===== config.mk =====
export PLATFORM = sky130hd
export DESIGN_NAME = fifo_wr_arbiter
export DESIGN_NICKNAME = d
export VERILOG_FILES = /design/src/rtl/fifo_arb_pkg.sv /design/src/rtl/rr_pick.sv /design/src/rtl/fifo_wr_arbiter.sv
export SDC_FILE = /design/constraint.sdc
export NUM_CORES = 1
export LEC_CHECK = 0
export BUFFER_PORTS_ARGS = -buffer_cell sky130_fd_sc_hd__buf_2
export CAP_MARGIN = 20
export CORE_AREA = 3 3 59 61
export CTS_BUF_LIST = sky130_fd_sc_hd__clkbuf_8 sky130_fd_sc_hd__clkbuf_16
export DETAILED_ROUTE_END_ITERATION = 6
export DIE_AREA = 0 0 62 64
export GPL_TIMING_DRIVEN = 0
export PLACE_DENSITY = 0.74
export SYNTH_ARGS = -nofsm -noshare
export SYNTH_HDL_FRONTEND = slang
export SYNTH_SLANG_ARGS = --single-unit

===== constraint.sdc =====
create_clock -name wclk -period 3.6 [get_ports wclk]
set_input_delay 0.54 -clock wclk [delete_from_list [all_inputs] [get_ports wclk]]
set_output_delay 0.54 -clock wclk [all_outputs]
set_load 0.1 [all_outputs]

===== src/rtl/fifo_arb_pkg.sv =====
// Shared types and the round-robin search used by the FIFO write-side arbiter.
package fifo_arb_pkg;

   typedef enum logic {ARB_IDLE = 1'b0, ARB_OWN = 1'b1} arb_state_t;

   // Requester count is capped at 16, so the search works on 16-bit/4-bit views.
   typedef struct packed {
      logic       vld;
      logic [3:0] idx;
   } rr_res_t;

   // Scan last+1, last+2, ... (mod n), with last itself as the final candidate.
   // The loop runs downward so the nearest candidate is the last one to overwrite.
   function automatic rr_res_t rr_next(input logic [15:0] req, input logic [3:0] last,
                                       input int n);
      rr_res_t r;
      int      k;
      r = '0;
      for (int i = 16; i >= 1; i--) begin
         if (i <= n) begin
            k = int'(last) + i;
            if (k >= n) k = k - n;  // explicit wrap keeps odd counts in range
            if (req[k[3:0]]) begin
               r.vld = 1'b1;
               r.idx = k[3:0];
            end
         end
      end
      return r;
   endfunction

endpackage


===== src/rtl/rr_pick.sv =====
// Combinational round-robin selector shared by IDLE entry and OWN release.
module rr_pick
   import fifo_arb_pkg::*;
#(
   parameter int NREQ = 4,
   parameter int IDW  = $clog2(NREQ)
) (
   input  logic [NREQ-1:0] req,
   input  logic [IDW-1:0]  last,
   output logic [IDW-1:0]  idx,
   output logic            vld
);

   rr_res_t res;

   // Widen to the package's fixed 16-requester view, then narrow the result.
   always_comb begin
      res = rr_next(16'(req), 4'(last), NREQ);
      idx = IDW'(res.idx);
      vld = res.vld;
   end

endmodule


===== src/rtl/fifo_wr_arbiter.sv =====
// Round-robin arbiter sharing the async FIFO write port among NREQ requesters,
// with bounded bursts, wfull gating and source tagging of every word.
module fifo_wr_arbiter
   import fifo_arb_pkg::*;
#(
   parameter int NREQ     = 4,
   parameter int DSIZE    = 8,
   parameter int MAXBURST = 4,
   parameter int IDW      = $clog2(NREQ)
) (
   input  logic                  wclk,
   input  logic                  wrst_n,
   input  logic [NREQ-1:0]       req,
   input  logic [NREQ*DSIZE-1:0] req_data,
   output logic [NREQ-1:0]       ack,
   input  logic                  wfull,
   output logic                  winc,
   output logic [DSIZE-1:0]      wdata,
   output logic [IDW-1:0]        wsrc,
   output logic [NREQ-1:0]       gnt,
   output logic                  busy
);

   localparam int             BW       = $clog2(MAXBURST + 1);
   localparam logic [BW-1:0]  BLAST    = BW'(MAXBURST - 1);
   localparam logic [IDW-1:0] LAST_RST = IDW'(NREQ - 1);

   arb_state_t     state, state_nxt;
   logic [IDW-1:0] owner, owner_nxt, last, last_nxt;
   logic [IDW-1:0] pick_last, pick_idx;
   logic [BW-1:0]  bcnt, bcnt_nxt;
   logic           own, owner_req, rel, pick_vld;

   assign own       = (state == ARB_OWN);
   assign owner_req = req[owner];
   assign winc      = own & owner_req & ~wfull;
   // Release on the final write of a burst, or when the owner withdraws.
   assign rel       = own & ((winc & (bcnt == BLAST)) | ~owner_req);
   // At release the owner becomes 'last', so it ranks last in the re-pick.
   assign pick_last = rel ? owner : last;

   assign busy  = own;
   assign gnt   = own  ? (NREQ'(1) << owner) : '0;
   assign ack   = winc ? (NREQ'(1) << owner) : '0;
   assign wsrc  = own  ? owner : '0;
   assign wdata = own  ? req_data[int'(owner)*DSIZE +: DSIZE] : '0;

   rr_pick #(.NREQ(NREQ), .IDW(IDW)) u_pick (
      .req  (req),
      .last (pick_last),
      .idx  (pick_idx),
      .vld  (pick_vld)
   );

   // State registers; reset leaves requester 0 with first priority.
   always_ff @(posedge wclk or negedge wrst_n) begin
      if (!wrst_n) begin
         state <= ARB_IDLE;
         owner <= '0;
         last  <= LAST_RST;
         bcnt  <= '0;
      end else begin
         state <= state_nxt;
         owner <= owner_nxt;
         last  <= last_nxt;
         bcnt  <= bcnt_nxt;
      end
   end

   // Next owner/burst count: grant from IDLE, count writes, hand over on release.
   always_comb begin
      state_nxt = state;
      owner_nxt = owner;
      last_nxt  = last;
      bcnt_nxt  = bcnt;
      case (state)
         ARB_IDLE: begin
            if (pick_vld) begin
               state_nxt = ARB_OWN;
               owner_nxt = pick_idx;
               bcnt_nxt  = '0;
            end
         end
         ARB_OWN: begin
            if (winc) bcnt_nxt = bcnt + 1'b1;
            if (rel) begin
               last_nxt = owner;
               bcnt_nxt = '0;
               if (pick_vld) owner_nxt = pick_idx;
               else          state_nxt = ARB_IDLE;
            end
         end
         default: state_nxt = ARB_IDLE;
      endcase
   end

endmodule


## Word-level counts from Yosys, hierarchy flattened

Index checks and enable logic that the tools add are counted.

- Word-level logic and storage cells: 70
- Output and inout port bits: 20
- Register bits after elaboration: 8
- Input bits: 39

- Equal/unequal tests: 4
- Order comparisons: 9
- Shifts and indexed selects: 2
- Bitwise logic cells: 8
- Reduce and logical (&&, ||, !) cells: 1
- Mux-type cells: 33
- $add $sub $neg: 9

Operators by type and width:

| kind | number |
|---|---|
| $ge A32 B4 Y1 const B | 4 |
| $shiftx A32 B6 Y8 | 1 |
| $mux W4 | 6 |
| $lt A4 B5 Y1 const B | 4 |
| $mux W5 | 4 |
| $bmux W1 S4 | 4 |
| $sub A4 B4 Y4 const B | 4 |
| $mux W3 | 3 |
| $mux W2 | 4 |
| $mux W8 | 1 |
| $mux W1 | 7 |
| $add A2 B2 Y3 const B | 2 |
| $pmux W3 S2 | 1 |
| $add A2 B3 Y4 const B | 1 |
| $and A1 B1 Y1 | 4 |
| $ne A2 B1 Y1 const B | 2 |
| $pmux W2 S2 | 1 |
| $shl A1 B2 Y4 const A | 1 |
| $add A2 B1 Y3 const B | 1 |
| $add A3 B1 Y3 const B | 1 |
| $eq A3 B2 Y1 const B | 1 |
| $lt A2 B3 Y1 const B | 1 |
| $ne A3 B2 Y1 const B | 1 |
| $not A1 Y1 | 3 |
| 4 further kinds | 4 |

## Longest topological paths before layout

- Depth in word-level cells: 20
- Depth in mapped cells: 15
- Mapped depth without buffers: 15

## By module

Synthesis repeated with hierarchy kept, for this count alone.

- Cell total of the unflattened synthesis: 106
- Area total of the unflattened synthesis: 1123.6 µm²

Modules (own cells, without submodules):

| module | area each (µm²) | times used | cells each | seq. area each (µm²) |
|---|---|---|---|---|
| fifo_wr_arbiter | 794.5 | 1 | 68 | 202.7 |
| rr_pick | 329.1 | 1 | 38 | 0.0 |

## Worst setup path before layout

No wires, ideal clock.

- Path kind: reg2out
- From: register state (netlist: busy)
- To: output port ack[1]
- Required time: 3060 ps
- Setup slack: -1589 ps
- Arrival time: 4649 ps
- Path buffers: 1
- Cell stages (with the launch flop): 4
- Path through: dfrtp_1 clkbuf_1 nand2_1 nor4b_1

- Word-level cells in the longest chain between the ends: 3

Ends and longest elaborated chain:

| what | line | source |
|---|---|---|
| from (decl) | fifo_wr_arbiter.sv:28 | `arb_state_t state, state_nxt;` |
| from (signal assigned) | fifo_wr_arbiter.sv:63 | `state <= state_nxt;` |
| $and A1 B1 Y1 (2 in series) | fifo_wr_arbiter.sv:36 | `assign winc = own & owner_req & ~wfull;` |
| $mux W4 | fifo_wr_arbiter.sv:44 | `assign ack = winc ? (NREQ'(1) << owner) : '0;` |
| to (decl) | fifo_wr_arbiter.sv:15 | `output logic [NREQ-1:0] ack,` |

Every way passes these cells.

## Final worst setup path

- From: register bcnt[0]
- To: register bcnt[1]

- Word-level cells in the longest chain between the ends: 16
- Elaborated cells on any way between the ends: 40
- Those cells by class: add/sub (9); order compare (4); eq/ne (3); mux (20); bitwise (3); reduce/logical (1)

Ends and longest elaborated chain:

| what | line | source |
|---|---|---|
| from (decl) | fifo_wr_arbiter.sv:31 | `logic [BW-1:0] bcnt, bcnt_nxt;` |
| from (signal assigned) | fifo_wr_arbiter.sv:66 | `bcnt <= bcnt_nxt;` |
| $eq A3 B2 Y1 | fifo_wr_arbiter.sv:38 | `assign rel = own & ((winc & (bcnt == BLAST)) \| ~owner_req);` |
| $and A1 B1 Y1 | fifo_wr_arbiter.sv:38 |  |
| $or A1 B1 Y1 | fifo_wr_arbiter.sv:38 |  |
| $and A1 B1 Y1 | fifo_wr_arbiter.sv:38 |  |
| $mux W2 | n/a |  |
| $add A2 B3 Y4 | fifo_arb_pkg.sv:21 | `k = int'(last) + i;` |
| $ge A32 B4 Y1 / $sub A4 B4 Y4 (equally long branches) | fifo_arb_pkg.sv:22 | `if (k >= n) k = k - n;` |
| $mux W4 | fifo_arb_pkg.sv:22 |  |
| $bmux W1 S4 | fifo_arb_pkg.sv:23 | `if (req[k[3:0]]) begin` |
| $mux W1 (implied by the code) | fifo_arb_pkg.sv:23 |  |
| $mux W5 (4 in series) | fifo_arb_pkg.sv:23 |  |
| $ne A2 B1 Y1 (no line) | n/a |  |
| $reduce_and A2 Y1 (no line) | n/a |  |

Parallel ways exist; a longest one is shown, timed or not. The select of a mux whose other input is x is not followed.
A chain may end at the register's enable or synchronous reset.

==> results.md <==
* Status: finished clean
* Final min period at roughly 3.5 ns
* Synth area leader: mux4_2
* Crit Path Class: reg2reg
* Final wirelength at ~3300 um
* Drt via density at around 5.3
* Netlist Area Pre-Place at about 1200 um2
* Post-placement cell area at ~1600 um2
* Tcrit/Tclk final at a little over nine tenths
* Worst Path Arrival at between 3 and 4 ns
* Worst path max stage delay at slightly below 0.4 ns
* Clock Sinks at 8
* Die Ht at between 60 and 70 um
* Crit Path Max Fanout at 7
* Reg-to-reg startpoint: bcnt[0]$_DFFE_PN0P_
* Final hold violations at 0
* Critical path buffers and inverters at 1
* GRT Util Overall at about 16%
* First-pass GRT wire length at around 4900 um
* Unique masters post-synth at between 50 and 60
* Critical path required time at 3.71 ns
* Gr ovfl total at 0
* Number of synthesized flops with an enable pin at 0
* Crit path capture type: flip-flop
* Num ports at 59
* Yosys warns at 0
* FILL cells at between 200 and 300
* Max_cap viols at 0
* GP Congestion at ~0.86
* Fin nets at 243
* Cell Rows at 20
* Die width at between 60 and 70 um
* Final Cell Area at roughly 1700 um2
* Synth cell count leaders: inv_1, and2_1, mux4_2, nand2_1, nor2_1
* Slowest-stage cell, CP: dfrtp_1
* Diode count at 0
* Post-synth top flop: dfrtp_1
* WL/cell at about 14 um
* Setup slack, reg-to-reg at ~0.12 ns
* R2R depth at 15
* Relative slew slack at roughly 52%
* Family with the most delay on the worst path: simple AND/OR/NAND/NOR gates
* Via count at ~1300
* Reg clk slew, reported paths at ~0.040 ns
* Clock Latency Late Sink at 0.23 ns
* Type of the worst min-delay path: in2async
* Final core utilization at between 50% and 60%
* Area grow syn2layout at 40.3%
* Slew Limit Fails at 0
* Number of global-route vias before repair at 1113
* Initial antenna violation count at 0
* CTS tree: built
* Post-synth top area share at 16.4%
* DR pass1 iterations at 4
* Largest net degree at the start of global routing at 11
* Final setup violation count at 0
* Fmax at roughly 0.29 GHz
* Type of origin of the critical path: flip-flop
* Tightest Pin Transition at around 0.72 ns
* Core region area at about 3000 um2
* Sequential area share after synthesis at about 16%
* Root Buffer: clkbuf_8
* Crit path cell chain: ha_1 -> ha_1 -> nor2b_4 -> or2_1 -> o2111a_2 -> nor2_8 -> inv_4 -> ha_4 -> or2_2 -> a21oi_2 -> nand3_2 -> o311ai_4 -> nand3_4 -> o22ai_4 -> mux2_4
* Die Area at just under 4000 um2
* DRC at 0
* Cts hold-fix bufs at 0
* Synthesized instance count at ~130
* Reg-to-reg endpoint: bcnt[1]$_DFFE_PN0P_
* Starting Density at between 40% and 50%
* Mapped Nets at 176
* Cell mode on critical path: ha_1
* Post-DP HPWL at 2530 um
* Synth top area cells: mux4_2, dfrtp_1, and2_1, dfstp_2, ha_1
* # H-tree levels at 1
* Clock skew at 0.00299 ns
* Average footprint of a synthesized cell at roughly 9.3 um2
* 1st-iter DRT viols at 22
* #FFs+latches synth at 8
* Routed Antenna Nets at 0
* Port bufs at 57
* CTS Buf Count at 3
* Share of cells above drive strength 1 at approximately 54%
* Ys async rst share at 100%
* Clock Tree Buf Depth at 2
* Count leader, synth: inv_1
## cell usage in the layout, fill, tap and decap left out, types with 3 or more instances in the layout
cell type,synthesis,layout
clkbuf_8,0,3
nand2_1,9,8
buf_4,0,5
mux2_2,3,3
nand3_1,6,5
buf_2,0,57
and2_1,9,9
mux2_4,3,3
dfrtp_1,6,6
clkbuf_1,6,6
mux4_2,9,9
a21oi_1,6,5
nor2_1,8,6
inv_1,10,10
o21ai_0,5,5
## logic make-up after synthesis
family,count (synthesis),synth area share (%)
simple gates,53,27.1
fa+ha+maj,4,4.06
buf+inv,18,6.09
mux,17,24.4
compound gates,33,21.9
flops,8,16.4
## sequential cells by signal (all words and copies together), names as in the netlist
| register | flops |
|---|---|
| bcnt | 3 |
| last | 2 |
| owner | 2 |
| busy | 1 |
## routing by layer
metal  vias up  wire, um  share of wire (%)  track usage (%)
li1        633         -                  -                -
met1       607      1380                 42             19.8
met2        38      1660                 50             27.6
met3         5       211                6.4             1.82
met4         0        44                1.3             6.90
met5         -         0                  0                0
## worst max path at each step
stage                                    from                   to  slack (ns)  cells after the start
after floorplan                busy$_DFF_PN0_               ack[1]       -0.27                      3
after global placement    bcnt[0]$_DFFE_PN0P_  bcnt[1]$_DFFE_PN0P_       -0.16                     15
after detailed placement  bcnt[0]$_DFFE_PN0P_  bcnt[2]$_DFFE_PN0P_       -0.19                     15
after CTS                 bcnt[0]$_DFFE_PN0P_  bcnt[1]$_DFFE_PN0P_       0.002                     15
after global routing      bcnt[0]$_DFFE_PN0P_  bcnt[0]$_DFFE_PN0P_     -0.0003                     15
final                     bcnt[0]$_DFFE_PN0P_  bcnt[1]$_DFFE_PN0P_        0.12                     15
## final cells by class
cell class / count / area [um2] / area share (%)
Inverter: 10 / 40.0 / 2.31
Buffer: 8 / 37.5 / 2.17
Timing Repair Buffer: 62 / 323 / 18.7
Clock buffer: 3 / 41.3 / 2.39
Clock inverter: 1 / 3.75 / 0.217
Tap cell: 44 / 55.1 / 3.18
Sequential cell: 8 / 203 / 11.7
Multi-Input combinational cell: 107 / 1030 / 59.4
## through the flow
stage          std cells  hold slack, ns  setup slack (ns)   TNS [ns]
2_1_floorplan        133           0.244            -0.265     -0.439
6_report             243           0.138             0.123          0
3_5_place_dp         234           0.389            -0.194     -0.657
3_3_place_gp         234           0.387            -0.163     -0.528
4_1_cts              238           0.137           0.00244          0
5_1_grt              243           0.141         -0.000299  -0.000299
## what timing repair did
item / in CTS / in global routing
resized for setup: 3 / 7
pin swaps: 2 / 5
setup endpoints to repair: 4 / 4
setup buffers: 0 / 5
Power is left out: the tool's default activity adds up to more than one toggle a clock period on the data nets, which glitch-free logic cannot reach.
